$ cat src/rtl/bram_rom_arbiter.sv
// ---------------------------------------------------------------------------
// bram_rom_arbiter
//
// Shares one single-port, synchronous-read BRAM ROM (registered read, data
// valid the cycle after the address) between two requesters:
//   A - instruction fetch, B - data/constant load.
// One access is issued per cycle and the path is fully pipelined: a grant in
// cycle N produces the matching rvalid in cycle N+1. A new grant and the
// previous cycle's response can coexist in the same cycle.
//
// Handshake (applies to both requesters):
//   x_req_i/x_addr_i are held stable by the requester until x_gnt_o is high.
//   x_gnt_o is combinational and only ever high with x_req_i high. Dropping
//   x_req_i before the grant cancels the request. A grant in cycle N is
//   answered by x_rvalid_o=1 in cycle N+1, with x_rdata_o carrying the ROM
//   word for that cycle only.
//
// Arbitration:
//   Round-robin between A and B using a last-grant pointer (reset to B so A
//   wins the first tie). A requester granted with x_lock_i=1 becomes the
//   owner and wins every cycle it keeps requesting. Ownership ends when the
//   owner is granted with lock low, or on any cycle the owner is not
//   requesting; that cycle is arbitrated as unowned.
//
// Ports:
//   clk_i        system clock, all state on rising edge
//   rst_ni       synchronous active-low reset
//   a_req_i      A read request
//   a_addr_i     A word address
//   a_lock_i     A keeps ownership for its next request
//   a_gnt_o      A request accepted this cycle (combinational)
//   a_rvalid_o   a_rdata_o holds A's read data this cycle
//   a_rdata_o    read data to A (ROM data passed through)
//   b_*          same set for requester B
//   rom_addr_o   address to the ROM, sampled at the clock edge
//   rom_data_i   registered ROM data, valid the cycle after the address
// ---------------------------------------------------------------------------
module bram_rom_arbiter #(
    parameter int memSize_p   = 8,
    parameter int dataWidth_p = 16
) (
    input  logic                   clk_i,
    input  logic                   rst_ni,

    input  logic                   a_req_i,
    input  logic [memSize_p-1:0]   a_addr_i,
    input  logic                   a_lock_i,
    output logic                   a_gnt_o,
    output logic                   a_rvalid_o,
    output logic [dataWidth_p-1:0] a_rdata_o,

    input  logic                   b_req_i,
    input  logic [memSize_p-1:0]   b_addr_i,
    input  logic                   b_lock_i,
    output logic                   b_gnt_o,
    output logic                   b_rvalid_o,
    output logic [dataWidth_p-1:0] b_rdata_o,

    output logic [memSize_p-1:0]   rom_addr_o,
    input  logic [dataWidth_p-1:0] rom_data_i
);

    typedef enum logic [1:0] {
        OWN_NONE = 2'd0,
        OWN_A    = 2'd1,
        OWN_B    = 2'd2
    } owner_e;

    // Complete arbiter state in one place so it can be observed as a unit.
    typedef struct packed {
        owner_e owner;
        logic   last_b;   // 1: last grant went to B, 0: to A
    } arb_state_t;

    arb_state_t             state_q;
    logic                   a_rvalid_q;
    logic                   b_rvalid_q;
    logic [memSize_p-1:0]   addr_q;

    logic                   a_gnt_d;
    logic                   b_gnt_d;

    // Grant decision. An owner that has stopped requesting falls through to
    // the unowned arbitration in the same cycle, so the other side can win.
    always_comb begin
        a_gnt_d = 1'b0;
        b_gnt_d = 1'b0;
        if (rst_ni) begin
            if (state_q.owner == OWN_A && a_req_i) begin
                a_gnt_d = 1'b1;
            end else if (state_q.owner == OWN_B && b_req_i) begin
                b_gnt_d = 1'b1;
            end else if (a_req_i && b_req_i) begin
                a_gnt_d = state_q.last_b;
                b_gnt_d = ~state_q.last_b;
            end else begin
                a_gnt_d = a_req_i;
                b_gnt_d = b_req_i;
            end
        end
    end

    always_ff @(posedge clk_i) begin
        if (!rst_ni) begin
            state_q.owner  <= OWN_NONE;
            state_q.last_b <= 1'b1;
            a_rvalid_q     <= 1'b0;
            b_rvalid_q     <= 1'b0;
            addr_q         <= '0;
        end else begin
            a_rvalid_q <= a_gnt_d;
            b_rvalid_q <= b_gnt_d;
            if (a_gnt_d) begin
                state_q.owner  <= a_lock_i ? OWN_A : OWN_NONE;
                state_q.last_b <= 1'b0;
                addr_q         <= a_addr_i;
            end else if (b_gnt_d) begin
                state_q.owner  <= b_lock_i ? OWN_B : OWN_NONE;
                state_q.last_b <= 1'b1;
                addr_q         <= b_addr_i;
            end else begin
                // No grant means the owner (if any) was not requesting.
                state_q.owner  <= OWN_NONE;
            end
        end
    end

    assign a_gnt_o = a_gnt_d;
    assign b_gnt_o = b_gnt_d;

    // Holding the last granted address on idle cycles avoids needless ROM
    // address toggling.
    always_comb begin
        rom_addr_o = addr_q;
        if (!rst_ni) begin
            rom_addr_o = '0;
        end else if (a_gnt_d) begin
            rom_addr_o = a_addr_i;
        end else if (b_gnt_d) begin
            rom_addr_o = b_addr_i;
        end
    end

    // rvalid is masked by reset so a response in flight when reset arrives
    // is dropped in the reset cycle itself.
    assign a_rvalid_o = a_rvalid_q & rst_ni;
    assign b_rvalid_o = b_rvalid_q & rst_ni;
    assign a_rdata_o  = rom_data_i;
    assign b_rdata_o  = rom_data_i;

endmodule

$ cat config.mk
export PLATFORM = sky130hd
export DESIGN_NAME = bram_rom_arbiter
export DESIGN_NICKNAME = d
export VERILOG_FILES = /design/src/rtl/bram_rom_arbiter.sv
export SDC_FILE = /design/constraint.sdc
export NUM_CORES = 1
export LEC_CHECK = 0
export CORE_ASPECT_RATIO = 1.75
export CORE_MARGIN = 2
export CORE_UTILIZATION = 32
export CTS_CLUSTER_SIZE = 25
export DETAILED_ROUTE_END_ITERATION = 8
export GPL_ROUTABILITY_DRIVEN = 0
export PLACE_DENSITY = 0.85
export SLEW_MARGIN = 25
export SYNTH_ARGS = -nofsm -noshare
export SYNTH_HDL_FRONTEND = slang
export SYNTH_SLANG_ARGS = --single-unit
export TNS_END_PERCENT = 1
$ cat constraint.sdc
create_clock -name clk_i -period 4.2 [get_ports clk_i]
set_input_delay 0.84 -clock clk_i [delete_from_list [all_inputs] [get_ports clk_i]]
set_output_delay 0.84 -clock clk_i [all_outputs]
set_load 0.1 [all_outputs]
Yosys cells after proc, flatten, opt, wreduce, memory -nomap -nowiden
Index checks and enable logic that the tools add are counted.

operators by class
  eq/ne operators = 2
  bitwise gates (word level) = 3
  multiplexer cells = 16
  reductions and logical operators = 4

operators with widths
  operator                                       number
  2-to-1 mux 8 bit                               3
  2-to-1 mux 1 bit                               10
  2-to-1 mux 2 bit                               2
  logical AND 1 bit                              3
  2-to-1 mux 3 bit                               1
  bitwise AND 1 bit                              2
  == test 2 x 1 -> 1 bit, second input constant  1
  == test 2 bit, second input constant           1
  nonzero test 2 bit                             1
  NOT 1 bit                                      1

word-level totals
  logic and storage cells = 30
  output and inout bits = 44
  register bits after elaboration = 13
  input port bits = 38

Logic depth before layout (Yosys ltp)
  depth after elaboration = 8
  gate-level depth with buffers = 4

Worst setup path before layout
OpenSTA, ideal clock, no wires.

  path kind = input-to-output
  start = input b_req_i
  end = output b_gnt_o
  setup slack = 0.815 ns
  data arrival time = 2.545 ns
  required time = 3.360 ns
  path buffers = 1
  stages = 3
  path through = buf_6 nand2_2 a21oi_1

between the ends
  cells in the longest elaborated chain, start to end = 5
  elaborated cells between the ends (all ways) = 6

RTL lines
  element               line  text
  from (decl)           52    input logic b_req_i,
  logical AND 1 bit     93    end else if (a_req_i && b_req_i) begin
  2-to-1 mux 1 bit      93
  2-to-1 mux 1 bit (*)  91    end else if (state_q.owner == OWN_B && b_req_i) begin
  2-to-1 mux 1 bit (*)  89    if (state_q.owner == OWN_A && a_req_i) begin
  2-to-1 mux 1 bit (*)  88    if (rst_ni) begin
  to (decl)             55    output logic b_gnt_o,

Mark *: on every way between the ends. The rest lies on a longest branch, timed or not.

Worst setup path after layout
  start = input b_req_i
  end = output rom_addr_o[3]

between the ends
  cells in the longest elaborated chain, start to end = 8
  elaborated cells between the ends (all ways) = 13

RTL lines
  element               line  text
  logical AND 1 bit     93
  2-to-1 mux 1 bit      93
  2-to-1 mux 1 bit      91
  2-to-1 mux 1 bit      89
  2-to-1 mux 1 bit      88
  2-to-1 mux 8 bit      n/a
  2-to-1 mux 8 bit (*)  n/a
  2-to-1 mux 8 bit (*)  135   if (!rst_ni) begin
  to (decl)             59    output logic [memSize_p-1:0] rom_addr_o,

Marks and branches as above.

==> results.md <==
* Setup total negative slack at 0 ns
* Starting Density at 0.3275
* Placement Setup Slack at between 0.5 and 0.6 ns
* Hold buffer count at cts at 0
* Share of layout cells above drive strength 1 at 0.2447
* Die Area at 3171 µm²
* Port Buffer Count at 33
* Reg2reg setup slack at between 2 and 3 ns
* CP Launch Type: input port
* Sequential area share after synthesis at 0.2989
* Drt via density at between 5 and 6
* EDFF count, synth at 0
* Mapped Cells at 91
* Post-DR wirelength/cell at ~15 µm
* I/O pins at about 80
* RSZ-0062 raised after global routing: false
* Stages on worst setup path at 5
* Hold depth at 2
* Reg2reg end: addr_q[3]
* Critical Path Max Stage Delay at around 0.76 ns
* TritonCTS Buffers at 3
* Die W at between 40 and 50 µm
* Clk_lat worst skew at approximately 0.24 ns
* Drt pass-1 iters at 4
* Die height at about 73 µm
* FMAX at around 270 MHz
* Synthesized cell area at ~870 µm²
* Diodes inserted at 0
* Final ANT Viol Nets at 0
* Final setup fails at 0
* PwrDens at between 300 and 400 nW/µm²
* Yosys synthesis warning count at 0
* H-tree levels at 1
* FFs w/ async S/R, synth at 0
* Crit-path leading delay family: buffers and inverters
* Crit-path max FO at 11
* Area growth from synthesis to layout at 26.72%
* CP Capture Type: output port
* Final instance area at between 1000 and 1500 µm²
* Worst-Margin Slew at 0.5011 ns
* Synth area leader: dfxtp_1
* Max-Slew Margin vs Limit at 0.6659
* MaxCap Viol Count at 0
* Status: complete, no violations
* Reg2reg start: state_q[1]
* Vias in the first global route at 645
* GR Overflow Total at 0
* Total Wirelength at roughly 1900 µm
* Period utilization at 0.8708
* Post-CTS repair timing setup buffer count at 0
* Clk buf depth at 2
* First-pass GRT wire length at ~3000 µm
* Largest net degree at the start of global routing at 12
* R2r worst-path depth at 3
* Pins Over Slew Limit at 0
* Hold worst-path end: state_q[0]
* Nets at between 100 and 150
* Peak VDD IR at 0.0002184 V
* Crit path time final at 3.657 ns
* Leakage at approximately 0.45 nW
* Post-synth net total at about 130
* Clock-pin slew on the worst setup and hold paths at 0.06 ns
* Hold Vio Cnt, Final at 0
* Required time of the worst setup path at approximately 3.4 ns
* # DRC at 0
* Core Util, Final at 0.4151
* Initial antenna violation count at 0
* Clock Tree Root: clkbuf_8
* Hold wc startpoint: state_q[0]
* Main flop type after synthesis: dfxtp_1
* Row cnt at 25
* Gr usage total at 0.1263
* CP Class: input port to output port
* Worst Path Arrival at 2.82 ns
* Clock Skews at 0.001853 ns
* Synthesized area per cell at 9.570 µm²
* Vias at 615
* Post-synthesis cell type count at 22
* Crit path cell chain: clkdlybuf4s50_1 > nand3b_1 > o2111a_1 > a221o_1 > buf_12
* CTS tree: done
* Synth top area share at 0.2989
* Worst path slowest cell: clkdlybuf4s50_1
* Buffers and inverters on the worst path at 2
* Core area at 2659 µm²
* Resized Gates After CTS at 0
* Top cells by area, synth: dfxtp_1, buf_4, mux2i_1
* DP Area at 1059 µm²
* CTS Sinks at 13
* Seq cells post-synth at 13
* Worst min-delay path category: flip-flop to flip-flop
* DRT iter0 DRCs at 15
* Post-Route Hold Slack at roughly 0.61 ns
* Worst setup slack after layout at around 0.54 ns
* DP HPWL at ~1400 µm
==> final cells by class <==
| cell class | instances | area [µm²] |
|---|---|---|
| fillers | 259 | 1555 |
| repair buffers | 34 | 420.4 |
| multi-input cells | 42 | 340.3 |
| flip-flops and latches | 13 | 260.3 |
| clock buffers | 4 | 45.04 |
| well taps | 27 | 33.78 |
| inverters | 1 | 3.754 |
==> Yosys cell counts, types with 2 or more instances <==
library cell	instances
a21oi_1	2
a221o_1	7
and2_1	2
buf_4	32
buf_6	2
dfxtp_1	13
mux2i_1	8
nand2b_1	2
nor2_1	9
o2111a_1	2
==> per-stage QoR <==
step,power (W),instances
after global placement,0.0003036,117
after floorplan,0.0003840,91
final,0.0004149,121
after global routing,0.0004314,121
after detailed placement,0.0003058,117
after CTS,0.0004181,121
==> report_power, final <==
group | leakage (nW) | switching [W] | internal (W)
logic | 0.320 | 0.0000993 | 0.0000658
clock network | 0.0228 | 0.0000450 | 0.0000670
registers | 0.108 | 0.00000418 | 0.000134
==> layout by cell type (no fill, tap or decap), types with 2 or more instances in the layout <==
cell type and instances:
buf_4 4, buf_12 9, a21oi_1 2, and2_1 2
dfxtp_1 13, mux2i_1 8, a221o_1 7, clkdlybuf4s50_1 21
o2111a_1 2, nor2_1 9, nand2b_1 2, clkbuf_8 3
==> logic make-up (layout without fill, tap and decap cells) <==
logic type / Yosys count / in the layout / share of synthesized area
simple gates: 19 / 19 / 0.1264
flops: 13 / 13 / 0.2989
buf+inv: 36 / 39 / 0.3103
mux: 8 / 8 / 0.09196
compound gates: 15 / 15 / 0.1724
==> worst max path at each step <==
stage,from,endpoint,slack [ns]
after floorplan,b_req_i,b_gnt_o,0.81
final,b_req_i,rom_addr_o[3],0.54
after global placement,b_req_i,rom_addr_o[7],0.64
after global routing,b_req_i,rom_addr_o[3],0.49
after detailed placement,b_req_i,rom_addr_o[3],0.56
after CTS,b_req_i,rom_addr_o[3],0.55
==> worst register-to-register path, cell delays in order (launching register included) <==
cell,delay [ns]
dfxtp_1,0.34
nor2b_2,0.28
o2111a_1,0.57
a221o_1,0.32
==> flip-flops by register name (all words and copies together), names as in the netlist <==
register    flops
a_rvalid_q      1
addr_q          8
b_rvalid_q      1
state_q         3
==> per-layer routing <==
| metal | vias to the layer above | global-route usage | share of wire |
|---|---|---|---|
| met4 | 0 | 0.09091 | 0.026 |
| met3 | 13 | 0.03960 | 0.088 |
| met1 | 283 | 0.1273 | 0.37 |
| li1 | 290 | - | - |
| met5 | - | 0 | 0 |
| met2 | 29 | 0.2123 | 0.52 |
No activity file was read; power rests on OpenSTA's default activity.
